**src/rtl/riscv_defs_pkg.sv**
```systemverilog
// Shared RV32I multicycle definitions: state codes, opcodes, datapath select encodings.
// Latency: n/a (constants and types only).
// Backpressure: n/a.
package riscv_defs;

  // FSM state codes (4-bit)
  localparam logic [3:0] S_FETCH    = 4'd0;
  localparam logic [3:0] S_DECODE   = 4'd1;
  localparam logic [3:0] S_MEMADR   = 4'd2;
  localparam logic [3:0] S_MEMREAD  = 4'd3;
  localparam logic [3:0] S_MEMWB    = 4'd4;
  localparam logic [3:0] S_MEMWRITE = 4'd5;
  localparam logic [3:0] S_EXECR    = 4'd6;
  localparam logic [3:0] S_EXECI    = 4'd7;
  localparam logic [3:0] S_ALUWB    = 4'd8;
  localparam logic [3:0] S_BEQ      = 4'd9;
  localparam logic [3:0] S_JAL      = 4'd10;

  typedef enum logic [3:0] {
    FETCH    = S_FETCH,
    DECODE   = S_DECODE,
    MEMADR   = S_MEMADR,
    MEMREAD  = S_MEMREAD,
    MEMWB    = S_MEMWB,
    MEMWRITE = S_MEMWRITE,
    EXECR    = S_EXECR,
    EXECI    = S_EXECI,
    ALUWB    = S_ALUWB,
    BEQ      = S_BEQ,
    JAL      = S_JAL
  } state_t;

  // Opcodes (instr[6:0])
  localparam logic [6:0] OP_LOAD   = 7'b0000011;
  localparam logic [6:0] OP_STORE  = 7'b0100011;
  localparam logic [6:0] OP_RTYPE  = 7'b0110011;
  localparam logic [6:0] OP_ITYPE  = 7'b0010011;
  localparam logic [6:0] OP_BRANCH = 7'b1100011;
  localparam logic [6:0] OP_JAL    = 7'b1101111;

  // alu_op: ALU decoder interprets funct fields only for ALUOP_FUNCT
  localparam logic [1:0] ALUOP_ADD   = 2'b00;
  localparam logic [1:0] ALUOP_SUB   = 2'b01;
  localparam logic [1:0] ALUOP_FUNCT = 2'b10;

  // result_src
  localparam logic [1:0] RES_ALUOUT    = 2'b00;
  localparam logic [1:0] RES_DATA      = 2'b01;
  localparam logic [1:0] RES_ALURESULT = 2'b10;

  // alu_src_a
  localparam logic [1:0] SRCA_PC     = 2'b00;
  localparam logic [1:0] SRCA_OLDPC  = 2'b01;
  localparam logic [1:0] SRCA_RS1    = 2'b10;

  // alu_src_b
  localparam logic [1:0] SRCB_RS2  = 2'b00;
  localparam logic [1:0] SRCB_IMM  = 2'b01;
  localparam logic [1:0] SRCB_FOUR = 2'b10;

  // imm_src
  localparam logic [1:0] IMM_I = 2'b00;
  localparam logic [1:0] IMM_S = 2'b01;
  localparam logic [1:0] IMM_B = 2'b10;
  localparam logic [1:0] IMM_J = 2'b11;

  // One-hot instruction class
  typedef struct packed {
    logic load;
    logic store;
    logic rtype;
    logic itype;
    logic branch;
    logic jal;
    logic illegal;
  } instr_class_t;

endpackage

```
**src/rtl/instr_class_decode.sv**
```systemverilog
// Opcode classifier: one-hot instruction class plus immediate format select.
// Latency: purely combinational.
// Backpressure: none.
// Ports: opcode (in, 7) -> cls (one-hot class), imm_src (2).
module instr_class_decode
  import riscv_defs::*;
(
  input  logic [6:0]   opcode,
  output instr_class_t cls,
  output logic [1:0]   imm_src
);

  always_comb begin
    cls     = '0;
    imm_src = IMM_I;
    unique case (opcode)
      OP_LOAD:   begin cls.load   = 1'b1; imm_src = IMM_I; end
      OP_STORE:  begin cls.store  = 1'b1; imm_src = IMM_S; end
      OP_RTYPE:  begin cls.rtype  = 1'b1; end
      OP_ITYPE:  begin cls.itype  = 1'b1; imm_src = IMM_I; end
      OP_BRANCH: begin cls.branch = 1'b1; imm_src = IMM_B; end
      OP_JAL:    begin cls.jal    = 1'b1; imm_src = IMM_J; end
      default:   begin cls.illegal = 1'b1; end
    endcase
  end

endmodule

```
**src/rtl/multicycle_controller.sv**
```systemverilog
// Multicycle RV32I main controller: FSM sequencing fetch/decode/execute/memory/writeback.
// Latency: FETCH-to-FETCH lw 5, sw/R/I/jal 4, beq 3, illegal 2 cycles.
// Backpressure: mem_ready=0 stalls FETCH, MEMREAD and MEMWRITE with outputs held.
// Ports: clk, rst_n, opcode[6:0], zero, mem_ready in; write enables, datapath selects,
//        imm_src and sticky illegal_op out.
module multicycle_controller
  import riscv_defs::*;
(
  input  logic       clk,
  input  logic       rst_n,
  input  logic [6:0] opcode,
  input  logic       zero,
  input  logic       mem_ready,
  output logic       pc_write,
  output logic       adr_src,
  output logic       mem_write,
  output logic       ir_write,
  output logic       reg_write,
  output logic [1:0] result_src,
  output logic [1:0] alu_src_a,
  output logic [1:0] alu_src_b,
  output logic [1:0] alu_op,
  output logic [1:0] imm_src,
  output logic       illegal_op
);

  state_t       state, state_nxt;
  instr_class_t cls;
  logic         pc_update, branch;
  logic         mem_write_raw, ir_write_raw, reg_write_raw;

  instr_class_decode u_decode (
    .opcode  (opcode),
    .cls     (cls),
    .imm_src (imm_src)
  );

  always_ff @(posedge clk or negedge rst_n) begin
    if (!rst_n) state <= FETCH;
    else        state <= state_nxt;
  end

  // Sticky: set on the edge leaving a DECODE of an unsupported opcode.
  always_ff @(posedge clk or negedge rst_n) begin
    if (!rst_n)                           illegal_op <= 1'b0;
    else if (state == DECODE && cls.illegal) illegal_op <= 1'b1;
  end

  always_comb begin
    state_nxt     = state;
    pc_update     = 1'b0;
    branch        = 1'b0;
    adr_src       = 1'b0;
    mem_write_raw = 1'b0;
    ir_write_raw  = 1'b0;
    reg_write_raw = 1'b0;
    result_src    = RES_ALUOUT;
    alu_src_a     = SRCA_PC;
    alu_src_b     = SRCB_RS2;
    alu_op        = ALUOP_ADD;
    unique case (state)
      FETCH: begin
        alu_src_b    = SRCB_FOUR;
        result_src   = RES_ALURESULT;
        ir_write_raw = mem_ready;
        pc_update    = mem_ready;
        if (mem_ready) state_nxt = DECODE;
      end
      DECODE: begin
        // Computes branch/jump target PC+imm ahead of need.
        alu_src_a = SRCA_OLDPC;
        alu_src_b = SRCB_IMM;
        if (cls.load || cls.store) state_nxt = MEMADR;
        else if (cls.rtype)        state_nxt = EXECR;
        else if (cls.itype)        state_nxt = EXECI;
        else if (cls.branch)       state_nxt = BEQ;
        else if (cls.jal)          state_nxt = JAL;
        else                       state_nxt = FETCH;
      end
      MEMADR: begin
        alu_src_a = SRCA_RS1;
        alu_src_b = SRCB_IMM;
        state_nxt = cls.store ? MEMWRITE : MEMREAD;
      end
      MEMREAD: begin
        adr_src = 1'b1;
        if (mem_ready) state_nxt = MEMWB;
      end
      MEMWB: begin
        result_src    = RES_DATA;
        reg_write_raw = 1'b1;
        state_nxt     = FETCH;
      end
      MEMWRITE: begin
        adr_src       = 1'b1;
        mem_write_raw = 1'b1;
        if (mem_ready) state_nxt = FETCH;
      end
      EXECR: begin
        alu_src_a = SRCA_RS1;
        alu_op    = ALUOP_FUNCT;
        state_nxt = ALUWB;
      end
      EXECI: begin
        alu_src_a = SRCA_RS1;
        alu_src_b = SRCB_IMM;
        alu_op    = ALUOP_FUNCT;
        state_nxt = ALUWB;
      end
      ALUWB: begin
        reg_write_raw = 1'b1;
        state_nxt     = FETCH;
      end
      JAL: begin
        // ALU forms old PC + 4 for rd while the target from DECODE loads the PC.
        alu_src_a = SRCA_OLDPC;
        alu_src_b = SRCB_FOUR;
        pc_update = 1'b1;
        state_nxt = ALUWB;
      end
      BEQ: begin
        alu_src_a = SRCA_RS1;
        alu_op    = ALUOP_SUB;
        branch    = 1'b1;
        state_nxt = FETCH;
      end
      default: state_nxt = FETCH;
    endcase
  end

  // Enables are gated by rst_n so nothing writes while reset is held,
  // even though FETCH would otherwise follow mem_ready.
  assign pc_write  = rst_n & (pc_update | (branch & zero));
  assign ir_write  = rst_n & ir_write_raw;
  assign reg_write = rst_n & reg_write_raw;
  assign mem_write = rst_n & mem_write_raw;

endmodule

```
**config.mk**
```make
export PLATFORM = sky130hd
export DESIGN_NAME = multicycle_controller
export DESIGN_NICKNAME = d
export VERILOG_FILES = /design/src/rtl/riscv_defs_pkg.sv /design/src/rtl/instr_class_decode.sv /design/src/rtl/multicycle_controller.sv
export SDC_FILE = /design/constraint.sdc
export NUM_CORES = 1
export LEC_CHECK = 0
export ABC_AREA = 1
export ABC_CLOCK_PERIOD_IN_PS = 1400
export BUFFER_PORTS_ARGS = -buffer_cell sky130_fd_sc_hd__buf_2
export CORE_AREA = 10 10 47 49
export DETAILED_ROUTE_END_ITERATION = 12
export DIE_AREA = 0 0 57 59
export PLACE_DENSITY = 0.69
export SETUP_SLACK_MARGIN = 0.3
export SLEW_MARGIN = 20
export SYNTH_ARGS = -nofsm -noshare
export SYNTH_HDL_FRONTEND = slang
export SYNTH_SLANG_ARGS = --single-unit
```
**constraint.sdc**
```tcl
create_clock -name clk -period 1.4 [get_ports clk]
set_clock_uncertainty 0.15 [all_clocks]
set_input_delay 0.28 -clock clk [delete_from_list [all_inputs] [get_ports clk]]
set_output_delay 0.28 -clock clk [all_outputs]
set_load 0.05 [all_outputs]
```
==> results.sh, run 1 <==
export IMPL_rows=14
export IMPL_haltStage="clock tree synthesis (4_1_cts)"
export IMPL_ys_types=18
export IMPL_status="stopped before the end"
export IMPL_synthCells=85
export IMPL_clock_sinks=5
export IMPL_htreeDepth=1
export IMPL_cts_root_buf="clkbuf_4"
export IMPL_tool_error="[ERROR DPL-0038] Utilization greater than 100%, impossible to legalize"
export IMPL_io_buffers=26
export IMPL_ys_warnings_count=0
export IMPL_ys_ff_latch=5
export IMPL_cts_max_path_buffers=2
export IMPL_postCtsSetupBuffers=7
export IMPL_place_congestion=0.823
export IMPL_die_h_um=59
export IMPL_hpwlAfterDp_um=1650
export IMPL_cts_resized_gates=84
export IMPL_synth_cell_area_um2=502
export IMPL_hold_buffers=1
export IMPL_io_pins=27
export IMPL_synth_nets=96
export IMPL_avgSynthCellArea_um2=5.90
export IMPL_fp_dieW_um=57
export IMPL_cts_made_buffers=3
export IMPL_initial_core_util=0.358
export IMPL_ys_seq_area_frac=0.249
[metrics by stage]
| stage | setup slack (ns) | cell area, um^2 | TNS, ns | cells | util |
|---|---|---|---|---|---|
| 2_1_floorplan | -0.424 | 718 | -2.03 | 85 | - |
| 3_3_place_gp | -0.252 | 1030 | -2.32 | 148 | 0.732 |
| 3_5_place_dp | -0.282 | 1030 | -2.59 | 148 | 0.732 |
[cell usage after synthesis (all sizes together)]
library cell	number	area (um^2)
a211oi	1	7.51
a31oi	1	6.26
dfrtp	5	125
inv	15	56.3
nand2	31	121
nand3	13	75.1
nand3b	1	7.51
nand4	2	12.5
nor2	11	58.8
nor3	2	10.0
o21ai	1	5.00
o21bai	1	7.51
o311ai	1	8.76
[logic make-up after synthesis]
kind of cell    synth area share
buf+inv                    0.112
compound gates            0.0698
flops                      0.249
simple gates               0.569
==> run 2: changes to the inputs <==
--- a/config.mk
+++ b/config.mk
@@ -8,11 +8,10 @@
 export ABC_AREA = 1
 export ABC_CLOCK_PERIOD_IN_PS = 1400
 export BUFFER_PORTS_ARGS = -buffer_cell sky130_fd_sc_hd__buf_2
-export CORE_AREA = 10 10 47 49
+export CORE_AREA = 10 10 71 73
 export DETAILED_ROUTE_END_ITERATION = 12
-export DIE_AREA = 0 0 57 59
-export PLACE_DENSITY = 0.69
-export SETUP_SLACK_MARGIN = 0.3
+export DIE_AREA = 0 0 81 83
+export PLACE_DENSITY_LB_ADDON = 0.15
 export SLEW_MARGIN = 20
 export SYNTH_ARGS = -nofsm -noshare
 export SYNTH_HDL_FRONTEND = slang
==> results.sh, run 2 <==
export IMPL_tightest_slew_ns=0.253
export IMPL_drt_first_pass_iters=3
export IMPL_hpwlAfterDp_um=1710
export IMPL_timing_final_max_slew_violations=0
export IMPL_avgSynthCellArea_um2=5.90
export IMPL_gr_total_overflow=0
export IMPL_wl_per_cell_um=10.7
export IMPL_antenna_left=0
export IMPL_antenna_found_initial=0
export IMPL_maxCapViolations=0
export IMPL_synth_top_area_frac=0.249
export IMPL_synth_cell_area_um2=502
export IMPL_synth_top_area_cell="dfrtp_1"
export IMPL_wirelength_met1_um=819
export IMPL_totalWireLength_um=2120
export IMPL_io_pins=27
export IMPL_timing_final_crit_period_ns=1.78
export IMPL_mostFrequentLayoutCells="buf_4, buf_6, nand2_2, nand2_1, nor2_4"
export IMPL_violations="negative setup slack"
export IMPL_dp_cells=185
export IMPL_via_count=776
export IMPL_cp_arrival_ns=1.35
export IMPL_seqCellArea_um2=129
export IMPL_io_buffers=26
export IMPL_required_ns=0.97
export IMPL_nets=162
export IMPL_worstPathMaxFanout=4
export IMPL_die_h_um=83
export IMPL_drtIter0Drc=34
export IMPL_initial_core_util=0.138
export IMPL_grt_pass1_vias=789
export IMPL_cts_max_path_buffers=2
export IMPL_r2r_start="state[2]"
export IMPL_ys_ff_latch=5
export IMPL_fin_area_mm2=0.00140
export IMPL_startpoint_type="flip-flop"
export IMPL_drive_gt1_frac=0.773
export IMPL_regMostFlops="state"
export IMPL_die_area_mm2=0.00672
export IMPL_rows=22
export IMPL_layout_setup_ws_ns=-0.377
export IMPL_final_hold_violation_count=0
export IMPL_syn_to_final_growth_pct=180
export IMPL_synth_nets=96
export IMPL_ys_flop_type="dfrtp_1"
export IMPL_multi_input_area_um2=534
export IMPL_async_reset_ff_frac=1.00
export IMPL_reg_top3="state: 4 flops, illegal_op: 1 flops"
export IMPL_worst_hold_path_type="input pin to flip-flop"
export IMPL_core_mm2=0.00363
export IMPL_insertion_delay_ns=0.22
export IMPL_fin_crit_sh=1.27
export IMPL_synth_edf_count=0
export IMPL_slew_headroom=0.831
export IMPL_leakage_nw=0.665
export IMPL_fin_cells=198
export IMPL_n_antenna_cell=0
export IMPL_critical_path_class="flip-flop to output port"
export IMPL_fmaxAchievable_ghz=0.563
export IMPL_critical_path_endpoint_type="output port"
export IMPL_min_from="mem_ready"
export IMPL_dpl_instance_area_mm2=0.00101
export IMPL_netlist_top_cells_count="nand2_1, inv_1, nand3_1"
export IMPL_cts_root_buf="clkbuf_8"
export IMPL_routed_via_density=3.92
export IMPL_htreeDepth=1
export IMPL_ys_types=18
export IMPL_largest_register_ffs=4
export IMPL_cts_tree="built"
export IMPL_clkTransAtPathRegs_ns=0.03
export IMPL_ys_warnings_count=0
export IMPL_cts_made_buffers=3
export IMPL_power_density_mw_per_mm2=1890
export IMPL_place_congestion=0.715
export IMPL_yosysMostFrequentCell="nand2_1"
export IMPL_fp_dieW_um=81
export IMPL_setup_viol=15
export IMPL_status="finished with violations"
export IMPL_crit_start="state[2]"
export IMPL_rsz0062_at_grt="true"
export IMPL_routed_top_layer="met3"
export IMPL_clock_sinks=5
export IMPL_fill_cells=392
export IMPL_grt_usage=0.0606
export IMPL_met3_length_um=125
export IMPL_ir_drop_uv=627
export IMPL_final_common_cell="buf_4"
export IMPL_synthCells=85
export IMPL_synth_area_top_cells="dfrtp_1, nand2_1, nand3_1, inv_1, nor2_1"
export IMPL_ys_seq_area_frac=0.249
export IMPL_drc_errors=0
export IMPL_grt_pass1_wl_um=3390
export IMPL_routed_wl_met2_um=1170
export IMPL_grt_max_degree=6
-- run 2: cell counts after synthesis --
No cell type changed its count.
-- run 2: routing by layer --
layer,up-vias,GRT usage
met5,-,0
met4,0,0.0188
met3,0,0.0162
met2,13,0.110
met1,361,0.0651
li1,402,-
-- run 2: cells by family (layout without fill, tap and decap cells) --
group           after synthesis  count (layout)  synth area share
compound gates                5               5            0.0698
buf+inv                      15              80             0.112
simple gates                 60              60             0.569
flops                         5               5             0.249
-- run 2: power by group --
group	internal [mW]	switching, mW	leakage (nW)
Sequential	0.186	0.0504	0.0578
Clock	0.195	0.0634	0.0228
Combinational	0.931	1.23	0.585
-- run 2: critical path: stages, from the launching register on --
cell,delay (ns)
dfrtp_2,0.45
inv_4,0.09
nand4_1,0.17
buf_4,0.21
nand2_4,0.05
buf_6,0.15
-- run 2: metrics by stage --
stage | util | TNS (ns) | hold slack (ns) | power [mW] | setup WS (ns)
after floorplan | - | -2.19 | -0.166 | 1.39 | -0.447
final | 0.386 | -4.19 | 0.314 | 2.65 | -0.377
after global placement | 0.279 | -2.29 | 0.0380 | 1.93 | -0.259
after detailed placement | 0.279 | -2.31 | 0.0374 | 1.92 | -0.269
after CTS | 0.355 | -3.96 | 0.315 | 2.56 | -0.392
after global routing | 0.386 | -5.28 | 0.341 | 2.83 | -0.441
-- run 2: repair_timing --
action,CTS,global route
buffers inserted,5,5
gates cloned,0,0
pin swaps,11,13
setup endpoints to repair,18,18
gates resized for setup,56,28
endpoints found under the hold margin,5,0
hold buffers,1,0
-- run 2: layout make-up --
class | count | area share
Tap cell | 48 | 0.0428
Inverter | 15 | 0.0473
Timing Repair Buffer | 61 | 0.405
Multi-Input combinational cell | 65 | 0.381
Sequential cell | 5 | 0.0919
Clock buffer | 4 | 0.0321
-- run 2: path summary, 6_finish.rpt --
path,endpoint,slack (ns),cells after the start
max,alu_src_a[0],-0.38,5
max reg2reg,state[2],-0.06,7
min reg2reg,illegal_op,0.35,1
min in group asynchronous,state[2],0.36,3
max in group asynchronous,state[0],0.62,3
min,state[0],0.31,4
No activity file was read; power rests on OpenSTA's default activity.
==> run 3: changes to the inputs <==
--- a/config.mk
+++ b/config.mk
@@ -7,7 +7,7 @@
 export LEC_CHECK = 0
 export ABC_AREA = 1
 export ABC_CLOCK_PERIOD_IN_PS = 1400
-export BUFFER_PORTS_ARGS = -buffer_cell sky130_fd_sc_hd__buf_2
+export BUFFER_PORTS_ARGS = -buffer_cell sky130_fd_sc_hd__buf_4
 export CORE_AREA = 10 10 71 73
 export DETAILED_ROUTE_END_ITERATION = 12
 export DIE_AREA = 0 0 81 83
==> results.sh, run 3 (synthesis results as in run 2) <==
export IMPL_startpoint_type="flip-flop"
export IMPL_leakage_nw=0.706
export IMPL_cts_root_buf="clkbuf_8"
export IMPL_crit_path_cell_trace="buf_4 > nand2_4 > nor2_4 > buf_4 > nor2_2 > nand2_2 > buf_8"
export IMPL_drive_gt1_frac=0.758
export IMPL_critical_path_endpoint_type="output port"
export IMPL_fin_crit_sh=1.27
export IMPL_tightest_slew_ns=0.315
export IMPL_core_mm2=0.00363
export IMPL_maxCapViolations=0
export IMPL_die_h_um=83
export IMPL_mostFrequentLayoutCells="buf_4, nand2_1, buf_6, buf_8, nor2_4"
export IMPL_cts_max_path_buffers=2
export IMPL_clkTransAtPathRegs_ns=0.03
export IMPL_wl_per_cell_um=10.8
export IMPL_slew_headroom=0.790
export IMPL_slowest_stage="dfrtp_2"
export IMPL_regMostFlops="state"
export IMPL_fin_cells=197
export IMPL_fin_util=0.408
export IMPL_hold_path_depth=4
export IMPL_crit_start="state[0]"
export IMPL_grt_pass1_wl_um=3460
export IMPL_dp_cells=185
export IMPL_fp_dieW_um=81
export IMPL_drtIter0Drc=21
export IMPL_power_density_mw_per_mm2=1880
export IMPL_critical_path_top_delay_family="buffers and inverters"
export IMPL_grt_max_degree=6
export IMPL_final_common_cell="buf_4"
export IMPL_cpMostUsedCell="buf_4"
export IMPL_final_hold_violation_count=0
export IMPL_critPathBufInv=3
export IMPL_reg_top3="state: 4 flops, illegal_op: 1 flops"
export IMPL_hpwlAfterDp_um=1740
export IMPL_grt_usage=0.0621
export IMPL_violations="negative setup slack"
export IMPL_setup_viol=15
export IMPL_die_area_mm2=0.00672
export IMPL_totalWireLength_um=2130
export IMPL_nets=161
export IMPL_via_count=779
export IMPL_fmaxAchievable_ghz=0.561
export IMPL_io_buffers=26
export IMPL_drc_errors=0
export IMPL_rsz0062_at_grt="true"
export IMPL_antenna_left=0
export IMPL_worst_hold_path_type="input pin to flip-flop"
export IMPL_r2r_start="state[3]"
export IMPL_worstRegToRegCells=8
export IMPL_routed_via_density=3.95
export IMPL_insertion_delay_ns=0.22
export IMPL_htreeDepth=1
export IMPL_syn_to_final_growth_pct=195
export IMPL_grt_pass1_vias=832
export IMPL_io_pins=27
export IMPL_place_congestion=0.775
export IMPL_cts_made_buffers=3
export IMPL_largest_register_ffs=4
export IMPL_critical_path_class="flip-flop to output port"
export IMPL_clock_sinks=5
export IMPL_gr_total_overflow=0
export IMPL_timing_final_crit_period_ns=1.78
export IMPL_initial_core_util=0.138
export IMPL_ir_drop_uv=602
export IMPL_cts_tree="built"
export IMPL_slowest_delay_ns=0.42
export IMPL_required_ns=0.97
export IMPL_antenna_found_initial=0
export IMPL_timing_final_max_slew_violations=0
export IMPL_n_antenna_cell=0
export IMPL_worstPathMaxFanout=3
export IMPL_path_depth=7
export IMPL_rows=22
export IMPL_layout_setup_ws_ns=-0.382
export IMPL_cp_arrival_ns=1.35
export IMPL_status="finished with violations"
export IMPL_drt_first_pass_iters=4
export IMPL_min_from="mem_ready"
run 3: changes by cell type in the layout (fill, tap and decap cells not counted), sizes merged:
cell	before	now
buf	60	59
run 3: power by group:
group | switching (mW) | leakage [nW] | internal [mW]
clock network | 0.0677 | 0.0228 | 0.195
logic | 1.29 | 0.626 | 0.997
registers | 0.0462 | 0.0578 | 0.186
run 3: worst paths after layout:
path                       slack [ns]           end
max reg2reg                     -0.06      state[2]
min in group asynchronous        0.33      state[1]
max                             -0.38  alu_src_a[1]
max in group asynchronous        0.65      state[0]
min                              0.28      state[0]
min reg2reg                      0.33    illegal_op
run 3: repair_timing:
| item | CTS | global route |
|---|---|---|
| pin swaps | 12 | 7 |
| hold buffers | 1 | 0 |
| resized for setup | 52 | 24 |
| hold endpoints to repair | 5 | 0 |
| buffers inserted | 4 | 3 |
| endpoints found under the setup margin | 18 | 19 |
run 3: layout make-up:
type / count / area, um^2
inverters: 15 / 73.8
fillers: 366 / 2150
repair buffers: 60 / 608
well taps: 48 / 60.1
multi-input cells: 65 / 566
flip-flops and latches: 5 / 129
clock buffers: 4 / 45.0
run 3: metrics by stage:
| stage | cell area (um^2) | hold WS, ns | setup WS [ns] | power (mW) | setup TNS (ns) |
|---|---|---|---|---|---|
| after detailed placement | 1090 | 0.0274 | -0.219 | 2.02 | -1.59 |
| after floorplan | 627 | -0.166 | -0.447 | 1.39 | -2.19 |
| after global routing | 1480 | 0.316 | -0.453 | 2.95 | -5.19 |
| after CTS | 1390 | 0.287 | -0.411 | 2.68 | -4.56 |
| after global placement | 1090 | 0.0307 | -0.196 | 2.02 | -1.46 |
| final | 1480 | 0.280 | -0.382 | 2.78 | -4.20 |
run 3: metal layers:
layer | up-vias | routed length [um] | GRT usage
li1 | 401 | - | -
met2 | 15 | 1080 | 0.104
met1 | 361 | 870 | 0.0694
met5 | - | 0 | 0
met4 | 0 | 26 | 0.0203
met3 | 2 | 144 | 0.0237
run 3: tightest hold or removal path, delay by kind of cell:
| kind | cells | cell delay (ns) |
|---|---|---|
| buffers and inverters | 2 | 0.19 |
| AND/OR/NAND/NOR | 2 | 0.14 |
